File: config.mk
export PLATFORM = sky130hd
export DESIGN_NAME = line_fetcher
export DESIGN_NICKNAME = d
export VERILOG_FILES = /design/src/rtl/line_fetcher_pkg.sv /design/src/rtl/line_fifo.sv /design/src/rtl/line_fetcher.sv
export SDC_FILE = /design/constraint.sdc
export NUM_CORES = 1
export LEC_CHECK = 0
export ABC_AREA = 1
export CAP_MARGIN = 20
export CORE_UTILIZATION = 35
export CTS_CLUSTER_DIAMETER = 120
export DETAILED_ROUTE_END_ITERATION = 6
export SYNTH_ARGS = -nofsm -noshare
export SYNTH_HDL_FRONTEND = slang
export SYNTH_HIERARCHICAL = 1
export SYNTH_SLANG_ARGS = --single-unit
File: constraint.sdc
create_clock -name clk_i -period 3.4 [get_ports clk_i]
set_input_delay 0.34 -clock clk_i [delete_from_list [all_inputs] [get_ports clk_i]]
set_output_delay 0.34 -clock clk_i [all_outputs]
set_load 0.01 [all_outputs]
File: src/rtl/line_fetcher_pkg.sv
// Shared types and sizing helpers for the framebuffer line fetcher.
package line_fetcher_pkg;

  typedef enum logic [1:0] {StIdle, StFetch, StHold} state_e;

  function automatic int unsigned level_width(input int unsigned depth);
    return $clog2(depth) + 1;
  endfunction

  localparam int unsigned FifoDepth = 16;
  localparam int unsigned LevelW    = level_width(FifoDepth);

endpackage

File: src/rtl/line_fifo.sv
// First-word-fall-through line FIFO; the head word comes straight from registered storage.
module line_fifo
  import line_fetcher_pkg::*;
#(
  parameter int unsigned DW    = 16,
  parameter int unsigned DEPTH = 16,
  localparam int unsigned LW   = level_width(DEPTH)
) (
  input  logic          clk_i,
  input  logic          reset_ni,
  input  logic          push,
  input  logic [DW-1:0] push_data,
  input  logic          pop,
  input  logic          flush,
  output logic [LW-1:0] level,
  output logic          full,
  output logic          empty,
  output logic [DW-1:0] head
);

  localparam int unsigned PW = $clog2(DEPTH);

  logic [PW-1:0] wr_ptr_q, rd_ptr_q;
  logic [LW-1:0] level_q, level_d;
  logic [DW-1:0] mem_q [DEPTH];
  logic          do_push, do_pop;

  assign full  = (level_q == LW'(DEPTH));
  assign empty = (level_q == '0);
  assign level = level_q;

  // A full FIFO can still take a word when the head leaves in the same cycle.
  assign do_push = push & (~full | pop);
  assign do_pop  = pop & ~empty;

  always_comb begin
    level_d = level_q;
    unique case ({do_push, do_pop})
      2'b10:   level_d = level_q + LW'(1);
      2'b01:   level_d = level_q - LW'(1);
      default: level_d = level_q;
    endcase
  end

  always_ff @(posedge clk_i or negedge reset_ni) begin
    if (!reset_ni) begin
      wr_ptr_q <= '0;
      rd_ptr_q <= '0;
      level_q  <= '0;
    end else if (flush) begin
      wr_ptr_q <= '0;
      rd_ptr_q <= '0;
      level_q  <= '0;
    end else begin
      if (do_push) wr_ptr_q <= wr_ptr_q + PW'(1);
      if (do_pop)  rd_ptr_q <= rd_ptr_q + PW'(1);
      level_q <= level_d;
    end
  end

  always_ff @(posedge clk_i) begin
    if (do_push && !flush) mem_q[wr_ptr_q] <= push_data;
  end

  assign head = empty ? '0 : mem_q[rd_ptr_q];

endmodule

File: src/rtl/line_fetcher.sv
// Per-line Wishbone read burst into a line FIFO feeding the video shifter.
// Optional LINE_FETCHER_DOUBLESCAN_EN fetches every source line twice.
module line_fetcher
  import line_fetcher_pkg::*;
#(
  parameter int unsigned AW    = 23,
  parameter int unsigned DW    = 16,
  parameter int unsigned CW    = 8,
  parameter int unsigned DEPTH = FifoDepth
) (
  input  logic          clk_i,
  input  logic          reset_ni,
  input  logic          hsync_i,
  input  logic          vsync_i,
  input  logic          den_i,
  input  logic [AW-1:0] fb_adr_i,
  input  logic [AW-1:0] stride_i,
  input  logic [CW-1:0] words_i,
  output logic [AW-1:0] adr_o,
  output logic          cyc_o,
  output logic          stb_o,
  input  logic          ack_i,
  input  logic [DW-1:0] dat_i,
  output logic [DW-1:0] pix_o,
  output logic          valid_o,
  input  logic          rdy_i,
  output logic          underrun_o
);

  localparam int unsigned LW = level_width(DEPTH);

  state_e        state_q, state_d;
  logic          hsync_q;
  logic [AW-1:0] line_base_q, line_base_d;
  logic [AW-1:0] adr_q, adr_d;
  logic [CW-1:0] remaining_q, remaining_d;
  logic          cyc_q, cyc_d;
  logic          underrun_q, underrun_d;
`ifdef LINE_FETCHER_DOUBLESCAN_EN
  logic          toggle_q, toggle_d;
`endif

  logic [LW-1:0] fifo_level;
  logic          fifo_full, fifo_empty, fifo_flush, fifo_push, fifo_pop;
  logic          trigger, ack_take;

  assign stb_o    = cyc_q & (fifo_level < LW'(DEPTH));
  assign ack_take = cyc_q & stb_o & ack_i;
  assign trigger  = hsync_i & ~hsync_q & den_i & (words_i != '0);
  // Acks arriving while VSYNC aborts the cycle are dropped.
  assign fifo_push = ack_take & ~vsync_i & ~fifo_full;
  assign fifo_pop  = rdy_i & ~fifo_empty;

  always_comb begin
    state_d     = state_q;
    line_base_d = line_base_q;
    adr_d       = adr_q;
    remaining_d = remaining_q;
    cyc_d       = cyc_q;
    fifo_flush  = 1'b0;
`ifdef LINE_FETCHER_DOUBLESCAN_EN
    toggle_d    = toggle_q;
`endif
    if (vsync_i) begin
      state_d     = StIdle;
      cyc_d       = 1'b0;
      fifo_flush  = 1'b1;
      line_base_d = fb_adr_i;
      adr_d       = fb_adr_i;
`ifdef LINE_FETCHER_DOUBLESCAN_EN
      toggle_d    = 1'b0;
`endif
    end else begin
      unique case (state_q)
        StIdle: begin
          if (trigger) begin
            adr_d       = line_base_q;
            remaining_d = words_i;
            cyc_d       = 1'b1;
            state_d     = StFetch;
          end
        end
        StFetch: begin
          if (ack_take) begin
            adr_d       = adr_q + AW'(1);
            remaining_d = remaining_q - CW'(1);
            if (remaining_q == CW'(1)) begin
              cyc_d   = 1'b0;
              state_d = StHold;
`ifdef LINE_FETCHER_DOUBLESCAN_EN
              // Advance only after the second pass over the same source line.
              if (toggle_q) line_base_d = line_base_q + stride_i;
              toggle_d = ~toggle_q;
`else
              line_base_d = line_base_q + stride_i;
`endif
            end
          end
        end
        StHold: begin
          if (!hsync_i) state_d = StIdle;
        end
        default: state_d = StIdle;
      endcase
    end
  end

  always_comb begin
    underrun_d = underrun_q;
    if (vsync_i) begin
      underrun_d = 1'b0;
    end else if (den_i && rdy_i && fifo_empty) begin
      underrun_d = 1'b1;
    end
  end

  always_ff @(posedge clk_i or negedge reset_ni) begin
    if (!reset_ni) begin
      state_q     <= StIdle;
      hsync_q     <= 1'b0;
      line_base_q <= '0;
      adr_q       <= '0;
      remaining_q <= '0;
      cyc_q       <= 1'b0;
      underrun_q  <= 1'b0;
`ifdef LINE_FETCHER_DOUBLESCAN_EN
      toggle_q    <= 1'b0;
`endif
    end else begin
      state_q     <= state_d;
      hsync_q     <= hsync_i;
      line_base_q <= line_base_d;
      adr_q       <= adr_d;
      remaining_q <= remaining_d;
      cyc_q       <= cyc_d;
      underrun_q  <= underrun_d;
`ifdef LINE_FETCHER_DOUBLESCAN_EN
      toggle_q    <= toggle_d;
`endif
    end
  end

  line_fifo #(
    .DW    (DW),
    .DEPTH (DEPTH)
  ) u_line_fifo (
    .clk_i     (clk_i),
    .reset_ni  (reset_ni),
    .push      (fifo_push),
    .push_data (dat_i),
    .pop       (fifo_pop),
    .flush     (fifo_flush),
    .level     (fifo_level),
    .full      (fifo_full),
    .empty     (fifo_empty),
    .head      (pix_o)
  );

  assign adr_o      = adr_q;
  assign cyc_o      = cyc_q;
  assign valid_o    = ~fifo_empty;
  assign underrun_o = underrun_q;

endmodule

==> results.cfg <==
[run]
cap_violations = 0

[grt]
antenna_found_initial = 0
overflow = 0
globalRouteTotalUtil_pct = 18.64
grt_pass1_wl_um = 68520
first_global_vias = 12180
grt_start_max_net_pins = 116

[critical_path]
worst-setup-path-type = flip-flop to output port
path_max_fanout = 29
worstSetupEndpointType = output port
worst-r2r-setup-slack_ns = 0.74
worstSetupStartpointType = flip-flop
worstPathRequired_ns = 3.06
arrival_ns = 2.92
crit_path_start = u_line_fifo/rd_ptr_q[0]
r2r_startpoint = u_line_fifo/level[4]

[pwr]
report.power.total_mw = 11.43
total_leakage_power_nw = 7.518
power_density_nw_per_um2 = 584.5
worst_ir_drop_vdd_mv = 0.3802

[clock_network]
clk-insertion-delay-late_ns = 0.56
cts_made_buffers = 39
clock_tree_from_tritoncts = yes
cts.htree.levels = 2
clock_tree.buffer_depth = 3
clock_tree.root_cell = sky130_fd_sc_hd__clkbuf_16
clock_transition_at_the_registers_of_the_reported_paths_ns = 0.06
cts.sink_count = 328

[floorplanning]
dieArea_um2 = 47000
die_width_um = 216.8
ioPinCount = 120
core-area_um2 = 45480
starting_density_of_the_core_pct = 35.51
rows = 78
floorplan.die.height_um = 216.8

[synthesis]
syn_inst = 1654
synth_nets = 1764
ys_types = 51
synth_top_area_share_pct = 47.61
synth.largest_area_cell = sky130_fd_sc_hd__edfxtp_1
synth_seq_area_share_pct = 58.76
yosysWarningCount = 6
synthesis.area_per_instance_um2 = 9.763
ys_seq_elements = 328
post_synthesis_cell_area_um2 = 16150
synth_area_leaders = sky130_fd_sc_hd__edfxtp_1 48%, sky130_fd_sc_hd__dfrtp_1 11%, sky130_fd_sc_hd__nand2_1 6.4%

[detailed_routing]
drt_drc_violations_left = 0
route.detailed.vias_per_inst = 5.226
routedWlPerCell_um = 18.21
drt_pass1_iterations = 5
antenna_violating_nets_post_route = 0
drt_iter0_markers = 995
via_count = 12680
routed_wirelength_um = 44180

[sta]
post-route-period-util_pct = 95.84
setup_total_negative_slack_ns = 0
report.final.hold_viol_count = 0
finalWorstSetupSlack_ns = 0.1413
timing.final.crit_period_ns = 3.259
unrepaired_setup_endpoints_after_global_routing = no
timing_max_transition_violations_final = 0
max_freq_mhz = 306.9
timing.clock.skew_ns = 0.01431
report.final.setup_viol = 0
tightest_slew_ns = 0.9164
relSlewSlack_pct = 38.90
worst_hold_slack_ns = 0.2185

[layout]
synthToLayoutAreaGrowth_pct = 21.06
share_of_final_layout_standard_cells_stronger_than_drive_strength_1_pct = 9.419
seqCellArea_um2 = 9497
count_of_inserted_antenna_diode_cells = 0
layout.core_utilization_pct = 42.98
multiInputGateArea_um2 = 5729
final_nets = 1906
fillers = 4411

[placed_design]
place_ws_ns = 0.5486
io_buffers = 119
place_congestion = 0.9299
dp.final_hpwl_um = 28760

[run_status]
status = finished clean

[worst_hold_path]
hold_path_startpoint = vsync_i
min_delay_worst_type = primary input to flip-flop
## cell usage in the layout (no fill, tap or decap), drive strengths merged, types with 2 or more instances in the layout
master,synthesis,routed
a211oi,2,2
a21oi,84,84
a22o,9,9
a22oi,5,5
a31oi,9,9
and2,2,2
buf,50,53
bufinv,0,2
clkbuf,21,53
clkdlybuf4s50,0,117
clkinv,3,13
dfrtp,72,72
edfxtp,256,256
ha,32,32
inv,155,161
nand2,284,284
nand3,96,96
nand3b,6,6
nand4,15,15
nor2,251,251
nor3,26,26
o211ai,8,8
o21ai,182,182
o21bai,2,2
o221ai,52,52
o22ai,10,10
or2,6,6
xnor2,7,7
xor2,5,5
## stage by stage
| step | instance area, um^2 | instances |
|---|---|---|
| after detailed placement | 18200 | 2352 |
| after global routing | 19550 | 2426 |
| after floorplan | 16150 | 1654 |
| after CTS | 19500 | 2424 |
| after global placement | 18200 | 2352 |
| final | 19550 | 2426 |
## sequential cells by signal, indices dropped and copies added (netlist names)
name                  flops
u_line_fifo/mem_q       256
underrun_o                1
adr_o                    23
u_line_fifo/wr_ptr_q      4
line_base_q              23
u_line_fifo/rd_ptr_q      4
remaining_q               8
hsync_q                   1
state_q                   2
cyc_o                     1
u_line_fifo/level         5
## final cells by class
type,count,share of cell area (%)
clock buffers,52,5.549
inverters,158,3.072
well taps,600,3.840
multi-input cells,1097,29.31
repair buffers,172,8.673
flip-flops and latches,328,48.58
clock inverters,19,0.9793
## Yosys cell counts, drive strengths merged
cell type,count
nand2,284
edfxtp,256
nor2,251
o21ai,182
inv,155
nand3,96
a21oi,84
dfrtp,72
o221ai,52
buf,50
ha,32
nor3,26
clkbuf,21
nand4,15
o22ai,10
a22o,9
a31oi,9
o211ai,8
xnor2,7
nand3b,6
or2,6
a22oi,5
xor2,5
clkinv,3
a211oi,2
and2,2
o21bai,2
a31o,1
fa,1
o21a,1
o31ai,1
## logic make-up (layout without fill, tap and decap cells)
logic type	Yosys count	count (layout)	share of synthesized area [%]
and+or+nand+nor	686	686	18.45
AOI/OAI and AO/OA	366	366	13.30
DFF	328	328	58.76
buffers and inverters	229	401	6.237
adders and majority gates	33	33	2.603
xor gates and xnor gates	12	12	0.6509
## worst paths after layout
check,to,depth (start not counted)
setup / recovery,pix_o[7],7
hold / removal,state_q[1],4
setup reg to reg,u_line_fifo/mem_q[7][11],12
hold reg to reg,remaining_q[5],2
max in group asynchronous,line_base_q[21],3
min in group asynchronous,line_base_q[2],2
## metal layers
| layer | routed length [um] | global-route usage, % | vias to the layer above |
|---|---|---|---|
| met2 | 20850 | 30.56 | 360 |
| met1 | 19740 | 24.82 | 6193 |
| met4 | 994 | 5.493 | 0 |
| li1 | - | - | 6064 |
| met3 | 2587 | 3.871 | 62 |
| met5 | 0 | 0 | - |
## timing repair
action                                 CTS  global route
setup endpoints to repair                2            13
gates resized for setup                  3             6
endpoints found under the hold margin   60             0
hold buffers                             1             0
setup buffers                            0             1
gates cloned                             0             1
## worst max-delay path, stage by stage (launching register included)
cell and delay [ns]:
sky130_fd_sc_hd__dfrtp_4 0.59, sky130_fd_sc_hd__inv_6 0.20, sky130_fd_sc_hd__buf_6 0.25, sky130_fd_sc_hd__o21ai_0 0.11, sky130_fd_sc_hd__o221ai_1 0.21, sky130_fd_sc_hd__nand3_1 0.11
sky130_fd_sc_hd__a21oi_1 0.27, sky130_fd_sc_hd__clkdlybuf4s50_1 0.59
## report_power, final
part           internal [mW]  switching, mW  total (mW)
Clock                   2.43           1.71        4.14
Combinational          0.961           1.41        2.37
Sequential              4.58          0.329        4.91
Total                   7.98           3.45        11.4
Note: power is estimated with default switching activity, not from simulation.
